--- config.mk ---
export PLATFORM = sky130hd
export DESIGN_NAME = pacman_motion_ctrl
export DESIGN_NICKNAME = d
export VERILOG_FILES = /design/src/rtl/pacman_motion_ctrl.sv
export SDC_FILE = /design/constraint.sdc
export NUM_CORES = 1
export LEC_CHECK = 0
export ABC_AREA = 1
export BUFFER_PORTS_ARGS = -buffer_cell sky130_fd_sc_hd__buf_2
export CORE_ASPECT_RATIO = 0.8
export CORE_MARGIN = 2
export CORE_UTILIZATION = 58
export CTS_BUF_LIST = sky130_fd_sc_hd__clkbuf_16
export DETAILED_ROUTE_END_ITERATION = 12
export MAX_ROUTING_LAYER = met4
export PLACE_DENSITY = 0.8
export SYNTH_ARGS = -nofsm -noshare
export SYNTH_HDL_FRONTEND = slang
export SYNTH_SLANG_ARGS = --single-unit
--- constraint.sdc ---
create_clock -name clk -period 4.6 [get_ports clk]
set_input_delay 0.46 -clock clk [delete_from_list [all_inputs] [get_ports clk]]
set_output_delay 0.46 -clock clk [all_outputs]
set_load 0.005 [all_outputs]
--- src/rtl/pacman_motion_ctrl.sv ---
// Per-frame Pacman movement sequencer: turn/forward wall checks over a
// req/ack lookup, committed position, facing and animation frame.
module pacman_motion_ctrl #(
    parameter int SCALE    = 2,
    parameter int STEP     = 1,
    parameter int MOVE_DIV = 1,
    parameter int ANIM_DIV = 5,
    parameter int X_MIN    = 0,
    parameter int X_MAX    = 640 - 16 * SCALE,
    parameter int Y_MIN    = 0,
    parameter int Y_MAX    = 480 - 16 * SCALE,
    parameter int START_X  = 304,
    parameter int START_Y  = 224
) (
    input  logic       clk,
    input  logic       rst,
    input  logic       frame_tick,
    input  logic [3:0] dir_req,
    output logic       wall_req,
    output logic [9:0] wall_x,
    output logic [9:0] wall_y,
    input  logic       wall_ack,
    input  logic       wall_hit,
    output logic [9:0] pac_x,
    output logic [9:0] pac_y,
    output logic [1:0] direction,
    output logic [1:0] frame_select,
    output logic       moving,
    output logic       busy
);

    typedef enum logic [1:0] {IDLE, CHECK_TURN, CHECK_FWD} state_t;

    localparam int MW = (MOVE_DIV > 1) ? $clog2(MOVE_DIV) : 1;
    localparam int AW = (ANIM_DIV > 1) ? $clog2(ANIM_DIV) : 1;
    localparam logic [MW-1:0] MOVE_LAST = MW'(MOVE_DIV - 1);
    localparam logic [AW-1:0] ANIM_LAST = AW'(ANIM_DIV - 1);

    localparam logic signed [10:0] STEP_S = 11'(STEP);
    localparam logic signed [10:0] XMIN_S = 11'(X_MIN);
    localparam logic signed [10:0] XMAX_S = 11'(X_MAX);
    localparam logic signed [10:0] YMIN_S = 11'(Y_MIN);
    localparam logic signed [10:0] YMAX_S = 11'(Y_MAX);

    localparam logic [1:0] DIR_UP    = 2'd0;
    localparam logic [1:0] DIR_RIGHT = 2'd1;
    localparam logic [1:0] DIR_LEFT  = 2'd2;
    localparam logic [1:0] DIR_DOWN  = 2'd3;

    state_t           state;
    logic [MW-1:0]    move_cnt;
    logic [AW-1:0]    anim_cnt;
    logic [1:0]       pend_dir;
    logic             pend_valid;
    logic [1:0]       try_dir;
    logic             oob;

    logic [1:0]       new_dir;
    logic [1:0]       sel_dir;
    logic signed [10:0] cand_x;
    logic signed [10:0] cand_y;
    logic             cand_ok;
    logic             resolve;
    logic             blocked;
    logic             launch;

    always_comb begin
        new_dir = DIR_DOWN;
        priority case (1'b1)
            dir_req[0]: new_dir = DIR_UP;
            dir_req[1]: new_dir = DIR_LEFT;
            dir_req[2]: new_dir = DIR_RIGHT;
            default:    new_dir = DIR_DOWN;
        endcase
    end

    // In IDLE a pending turn is tried first; otherwise the facing direction.
    always_comb begin
        sel_dir = (state == IDLE && pend_valid) ? pend_dir : direction;
        cand_x  = signed'({1'b0, pac_x});
        cand_y  = signed'({1'b0, pac_y});
        unique case (sel_dir)
            DIR_UP:    cand_y = cand_y - STEP_S;
            DIR_RIGHT: cand_x = cand_x + STEP_S;
            DIR_LEFT:  cand_x = cand_x - STEP_S;
            default:   cand_y = cand_y + STEP_S;
        endcase
        cand_ok = (cand_x >= XMIN_S) && (cand_x <= XMAX_S)
               && (cand_y >= YMIN_S) && (cand_y <= YMAX_S);
    end

    assign resolve = oob || (wall_req && wall_ack);
    assign blocked = oob || wall_hit;
    assign launch  = (state == IDLE && frame_tick && move_cnt == MOVE_LAST)
                  || (state == CHECK_TURN && resolve && blocked);

    always_ff @(posedge clk) begin
        if (rst) begin
            state        <= IDLE;
            move_cnt     <= '0;
            anim_cnt     <= '0;
            pend_dir     <= DIR_UP;
            pend_valid   <= 1'b0;
            try_dir      <= DIR_UP;
            oob          <= 1'b0;
            wall_req     <= 1'b0;
            wall_x       <= '0;
            wall_y       <= '0;
            pac_x        <= 10'(START_X);
            pac_y        <= 10'(START_Y);
            direction    <= DIR_RIGHT;
            frame_select <= 2'd0;
            moving       <= 1'b0;
            busy         <= 1'b0;
        end else begin
            if (frame_tick && moving) begin
                if (anim_cnt == ANIM_LAST) begin
                    anim_cnt     <= '0;
                    frame_select <= frame_select + 2'd1;
                end else begin
                    anim_cnt <= anim_cnt + 1'b1;
                end
            end

            unique case (state)
                IDLE: begin
                    if (frame_tick) begin
                        if (move_cnt == MOVE_LAST) begin
                            move_cnt <= '0;
                            state    <= pend_valid ? CHECK_TURN : CHECK_FWD;
                            busy     <= 1'b1;
                            try_dir  <= sel_dir;
                        end else begin
                            move_cnt <= move_cnt + 1'b1;
                        end
                    end
                end
                CHECK_TURN, CHECK_FWD: begin
                    if (resolve) begin
                        wall_req <= 1'b0;
                        if (!blocked) begin
                            pac_x  <= wall_x;
                            pac_y  <= wall_y;
                            moving <= 1'b1;
                            state  <= IDLE;
                            busy   <= 1'b0;
                            if (state == CHECK_TURN) begin
                                direction  <= try_dir;
                                pend_valid <= 1'b0;
                            end
                        end else if (state == CHECK_TURN) begin
                            state <= CHECK_FWD;
                        end else begin
                            moving <= 1'b0;
                            state  <= IDLE;
                            busy   <= 1'b0;
                        end
                    end
                end
                default: begin
                    state <= IDLE;
                    busy  <= 1'b0;
                end
            endcase

            // Out-of-bounds candidates skip the query and resolve as a hit.
            if (launch) begin
                wall_req <= cand_ok;
                oob      <= !cand_ok;
                if (cand_ok) begin
                    wall_x <= cand_x[9:0];
                    wall_y <= cand_y[9:0];
                end
            end

            if (|dir_req) begin
                pend_dir   <= new_dir;
                pend_valid <= 1'b1;
            end
        end
    end

endmodule

==> flow_summary.json, run 1 <==
{
  "outcome": "finished, final reports clean",
  "crit_arrival_ns": 4.32,
  "r2r_cells": 25,
  "cp_common_cell": "nand2_1",
  "grt-ovfl-total": 0,
  "worst_slew_pin_slew_ns": 0.834,
  "insertion_delay_ns": 0.33,
  "rsz0062_at_grt": "false",
  "drive_gt1_frac": 0.129,
  "synth_area_um2": 3890,
  "end_kind": "register",
  "drt_iter0_markers": 292,
  "fp.dieW_um": 95.6,
  "finalHoldViolCount": 0,
  "post_cts_buffers": 0,
  "crit_path_end": "wall_x[8]",
  "grt_pass1_vias": 3753,
  "layout_commonest_cell": "nand2_1",
  "synth-simple-area-share": 0.363,
  "holdWs_ns": 0.413,
  "syn_avg_cell_area_um2": 6.29,
  "fill_cells": 580,
  "tns_ns": 0,
  "relSlewSlack": 0.440,
  "cts_root_buffer": "clkbuf_16",
  "min_path_type": "in -> reg",
  "fmax_ghz": 0.247,
  "antenna_found_initial": 0,
  "power.leakage_uw": 0.00241,
  "hold_buffers": 0,
  "initial_utilization": 0.605,
  "critical_path.startpoint": "state[0]",
  "crit_path_max_fanout": 27,
  "cpPeakStageDelay_ns": 0.41,
  "worstSetupPathType": "reg -> reg",
  "ir_drop_uv": 395,
  "io_buffers": 55,
  "synth_cell_types": 39,
  "powerDensity_nw_per_um2": 637,
  "cts_tree": "done",
  "timing.rr.end": "wall_x[8]",
  "ys_warn_count": 0,
  "layout_common_cells": "nand2_1, inv_1, nor2_1, dfxtp_1, nand3_1",
  "cts_resized": 0,
  "clock-sinks": 58,
  "place.gp.congestion": 0.960,
  "worstReg2RegStart": "state[0]",
  "finalMaxSlewViolations": 0,
  "muxShareOfSynthArea": 0.00257,
  "fin_area_um2": 4530,
  "period_needed_ns": 4.05,
  "hpwlAfterDp_um": 7480,
  "synth_top_family_by_area": "simple AND/OR/NAND/NOR gates",
  "dr.pass1.iters": 5,
  "cts_buffer_depth": 2,
  "cts_buffers": 9,
  "grt_max_degree": 30,
  "yosysSeqAreaShare": 0.298,
  "synth-xor-area-share": 0.0177,
  "diodes": 0,
  "synth_seq_cells": 58,
  "start_kind": "register",
  "viasPerCell": 5.40,
  "wl_um": 10400,
  "clock_skew_ns": 0.00736,
  "core_area_um2": 6440,
  "wl_per_cell_um": 13.8,
  "cp_data_required_time_ns": 4.87,
  "grt_pass1_wl_um": 17200,
  "dpl-instance-area_um2": 4190,
  "synth_compound_area_frac": 0.137,
  "io_pins": 56,
  "rows": 26,
  "htree_num_levels": 3,
  "synth_cells": 619,
  "syn_nets": 648,
  "fin_nets": 699,
  "cts.clk_slew.worst_paths_ns": 0.05,
  "final_antenna_net_count": 0,
  "area_delta_synth_final_pct": 16.4,
  "die_area_um2": 7390,
  "reg2reg_slack_ns": 0.55,
  "track_usage": 0.303,
  "setup_viol": 0,
  "synthAdderAreaFrac": 0.0662,
  "fin_crit_sh": 0.880,
  "dr_total_vias": 4101,
  "drv_cap": 0,
  "die_h_um": 77.3,
  "slowest_stage": "mux2i_1",
  "drc": 0
}
## per-stage QoR
step           worst slack, ns  instances   util  total power (uW)
5_1_grt                  0.150        759  0.704              3110
3_3_place_gp             0.687        743  0.651              2070
4_1_cts                  0.450        759  0.703              2870
2_1_floorplan             1.15        619      -              1760
6_report                 0.551        759  0.704              2890
3_5_place_dp             0.519        743  0.651              2090
## report_power, final
group / leakage [uW] / internal (uW) / switching, uW
sequential: 0.000473 / 639 / 125
combinational: 0.00177 / 491 / 870
clock: 0.000170 / 523 / 238
## logic make-up (layout without fill, tap and decap cells)
kind of cell	count (synthesis)	in the layout
AOI/OAI and AO/OA	100	100
buffers and inverters	109	165
adders and majority gates	20	20
and+or+nand+nor	324	324
xor gates and xnor gates	7	7
muxes	1	1
DFF	58	58
## flip-flops by register name, indices dropped and copies added (netlist names)
register / cells
pend_valid: 1
busy: 1
wall_req: 1
pac_y: 10
pac_x: 10
pend_dir: 2
moving: 1
try_dir: 2
oob: 1
wall_y: 10
state: 2
anim_cnt: 3
direction: 2
wall_x: 10
frame_select: 2
## routing by layer
| layer | wire (um) | track usage | up-vias |
|---|---|---|---|
| li1 | - | - | 2074 |
| met1 | 4610 | 0.388 | 1836 |
| met2 | 4820 | 0.472 | 174 |
| met3 | 899 | 0.0855 | 17 |
| met4 | 120 | 0.0771 | 0 |
| met5 | 0 | - | - |
## synthesized netlist by cell type
cell,number,share of area
a211o_1,1,0.0022
a211oi_1,1,0.0019
a21boi_0,1,0.0019
a21oi_1,47,0.060
a22oi_1,1,0.0019
a31oi_1,2,0.0032
buf_1,1,0.00096
buf_2,4,0.0051
buf_4,2,0.0039
buf_6,4,0.012
clkbuf_1,9,0.0087
clkinv_1,2,0.0019
dfxtp_1,58,0.30
fa_1,1,0.0051
ha_1,19,0.061
inv_1,87,0.084
mux2i_1,1,0.0026
nand2_1,169,0.16
nand2_2,1,0.0016
nand2_4,2,0.0058
nand3_1,56,0.072
nand3_2,1,0.0026
nand3_4,1,0.0045
nand3b_1,9,0.017
nand4_1,6,0.0096
nor2_1,68,0.066
nor2_2,4,0.0064
nor2_8,1,0.0051
nor3_1,4,0.0051
nor3_2,1,0.0026
o211ai_1,2,0.0039
o21a_1,1,0.0019
o21ai_0,40,0.051
o21bai_1,2,0.0039
o31ai_1,2,0.0039
or2_2,1,0.0016
xnor2_1,2,0.0045
xor2_1,4,0.0090
xor2_2,1,0.0042
## final cells by class
cell class	instances	area, um2	share of cell area
Clock buffer	9	225	0.0497
Timing Repair Buffer	60	313	0.0690
Multi-Input combinational cell	452	2280	0.504
Tap cell	84	105	0.0232
Sequential cell	58	1160	0.256
Inverter	89	334	0.0737
Clock inverter	7	110	0.0243
## how the worst min path moves through the flow
| stage | from | end | cells past startpoint |
|---|---|---|---|
| 2_1_floorplan | busy | busy | 2 |
| 3_3_place_gp | busy | busy | 2 |
| 3_5_place_dp | busy | busy | 2 |
| 4_1_cts | dir_req[0] | pend_dir[1] | 3 |
| 5_1_grt | dir_req[0] | pend_dir[1] | 3 |
| 6_report | dir_req[0] | pend_dir[1] | 3 |
## critical path, delay by kind of cell (launching register included)
family        cells  cell delay [ns]
fa+ha+maj         3             0.74
flops             1             0.40
simple gates     17             2.05
buf+inv           4             0.38
mux               1             0.41
(Power assumes the default switching activity.)
==> run 2: changes to the inputs <==
Settings changed: CORE_ASPECT_RATIO 0.8 to unset, CORE_MARGIN 2 to 1, REMOVE_ABC_BUFFERS set to 1.
==> run 2 against run 1 <==
Against the previous run:
- the flow now finishes with violations (DRC)
- design area decreased by 1.5%
- critical path depth decreased by 4
- flip-flop and latch count unchanged
- combinational power about the same
- non-clock buffer count increased by 1
- sequential power about the same
- wire length decreased by 5.3%
- critical path type unchanged
==> flow_summary.json, run 2 (synthesis gave the netlist of run 1 again) <==
{
  "intPower_uw": 1500,
  "area_delta_synth_final_pct": 14.7,
  "clock-sinks": 58,
  "post_cts_buffers": 0,
  "dp_cells": 737,
  "cts_buffers": 9,
  "violations": "DRC",
  "end_kind": "register",
  "wl_um": 9890,
  "worstSetupPathType": "reg -> reg",
  "drv_cap": 0,
  "fin_crit_sh": 0.904,
  "crit_path_max_fanout": 28,
  "setup_viol": 0,
  "diodes": 0,
  "tns_ns": 0,
  "place.gp.congestion": 0.919,
  "cts_root_buffer": "clkbuf_16",
  "grt_pass1_vias": 3683,
  "worstPathCellList": "inv_1 -> ha_1 -> nand2_1 -> mux2i_1 -> ha_1 -> inv_1 -> fa_1 -> inv_1 -> nand3_1 -> nand2_1 -> a21oi_1 -> or2_2 -> nand3_1 -> nand2_1 -> nand2_1 -> nor2_1 -> nor2_8 -> nand2_4 -> inv_1 -> nor2_1 -> nor2_1",
  "core_area_um2": 6420,
  "seqPwrFrac": 0.281,
  "fill_cells": 585,
  "dr_total_vias": 4018,
  "drive_gt1_frac": 0.132,
  "powerDensity_nw_per_um2": 606,
  "ir_drop_uv": 333,
  "initial_utilization": 0.606,
  "crit_arrival_ns": 4.42,
  "cts.clk_slew.worst_paths_ns": 0.05,
  "p_total_uw": 2710,
  "cpPeakStageDelay_ns": 0.55,
  "viasPerCell": 5.34,
  "fin_util": 0.695,
  "hold_depth": 4,
  "worst_slew_pin_slew_ns": 0.731,
  "grt_max_degree": 29,
  "outcome": "finished, violations left",
  "period_needed_ns": 4.16,
  "switching_share": 0.446,
  "die_h_um": 83.9,
  "power_frac_comb": 0.497,
  "regArea_um2": 1160,
  "start_kind": "register",
  "power.leakage_uw": 0.00237,
  "htree_num_levels": 3,
  "rows": 29,
  "final_cells": 753,
  "cp_data_required_time_ns": 4.86,
  "clkPwrFrac": 0.222,
  "finalMaxSlewViolations": 0,
  "finalHoldViolCount": 0,
  "multi_input_area_um2": 2280,
  "grt-ovfl-total": 0,
  "layout_common_cells": "nand2_1, inv_1, nor2_1, dfxtp_1, nand3_1",
  "layout_commonest_cell": "nand2_1",
  "min_path_type": "in -> reg",
  "cts_tree": "done",
  "insertion_delay_ns": 0.33,
  "switching_power_uw": 1210,
  "track_usage": 0.300,
  "slowest_stage": "ha_1",
  "dr.pass1.iters": 9,
  "hold_buffers": 0,
  "hpwlAfterDp_um": 7240,
  "relSlewSlack": 0.512,
  "clock_skew_ns": 0.00755,
  "final_antenna_net_count": 0,
  "r2r_cells": 21,
  "io_pins": 56,
  "cts_resized": 0,
  "fmax_ghz": 0.240,
  "io_buffers": 55,
  "die_area_um2": 7050,
  "antenna_found_initial": 0,
  "drt_iter0_markers": 256,
  "fin_nets": 700,
  "cts_buffer_depth": 2,
  "rsz0062_at_grt": "false",
  "fp.dieW_um": 83.9,
  "grt_pass1_wl_um": 16500,
  "drc": 4,
  "wl_per_cell_um": 13.1
}
==> run 2: changes by cell type in the layout (fill, tap and decap cells not counted) <==
cell        change
buf_4           +1
clkinv_4        +1
clkinvlp_4      +2
bufinv_16       -3
ha_2            -1
inv_1           -2
clkinv_2        +2
ha_1            +1
==> run 2: final timing paths <==
path                                      start         endpoint  slack, ns
worst min register to register  frame_select[0]  frame_select[0]       0.47
worst max register to register         state[0]        wall_x[9]       0.44
worst max-delay path                   state[0]        wall_x[9]       0.44
worst min-delay path                 dir_req[1]      pend_dir[0]       0.40
==> run 2: stage by stage <==
step           hold slack (ns)  worst slack (ns)  instance area [um2]
6_report                 0.404             0.441                 4460
5_1_grt                  0.427            0.0525                 4460
4_1_cts                  0.397             0.496                 4460
3_5_place_dp             0.452             0.543                 4190
3_3_place_gp             0.433             0.701                 4190
2_1_floorplan            0.437              1.11                 3780
==> run 2: power by group through the flow <==
| stage | Combinational [uW] | Clock (uW) | Sequential, uW |
|---|---|---|---|
| global route | 1530 | 627 | 780 |
| detailed placement | 1320 | 0 | 765 |
| CTS | 1330 | 608 | 759 |
| finish | 1350 | 600 | 761 |
| global placement | 1290 | 0 | 763 |
| floorplan | 957 | 0 | 750 |
==> run 2: area by class of cell <==
cell class	instances	area share
Clock buffer	9	0.0504
Clock inverter	7	0.0104
Timing Repair Buffer	61	0.0717
Sequential cell	58	0.260
Inverter	89	0.0748
Multi-Input combinational cell	452	0.511
Tap cell	77	0.0216
==> run 2: worst max-delay path: cells and delay by family, from the launching register on <==
kind                     cells  cell delay [ns]
flip-flops                   1             0.40
adder cells (fa/ha/maj)      3             1.21
multiplexers                 1             0.37
buffers and inverters        4             0.45
AND/OR/NAND/NOR             12             1.56
AO/OA/AOI/OAI                1             0.09
==> run 2: routing by layer <==
layer,vias to the layer above,global-route usage,routed length (um)
met5,-,-,0
met4,0,0.114,174
met3,13,0.0534,463
met2,108,0.482,4700
met1,1806,0.376,4560
li1,2091,-,-
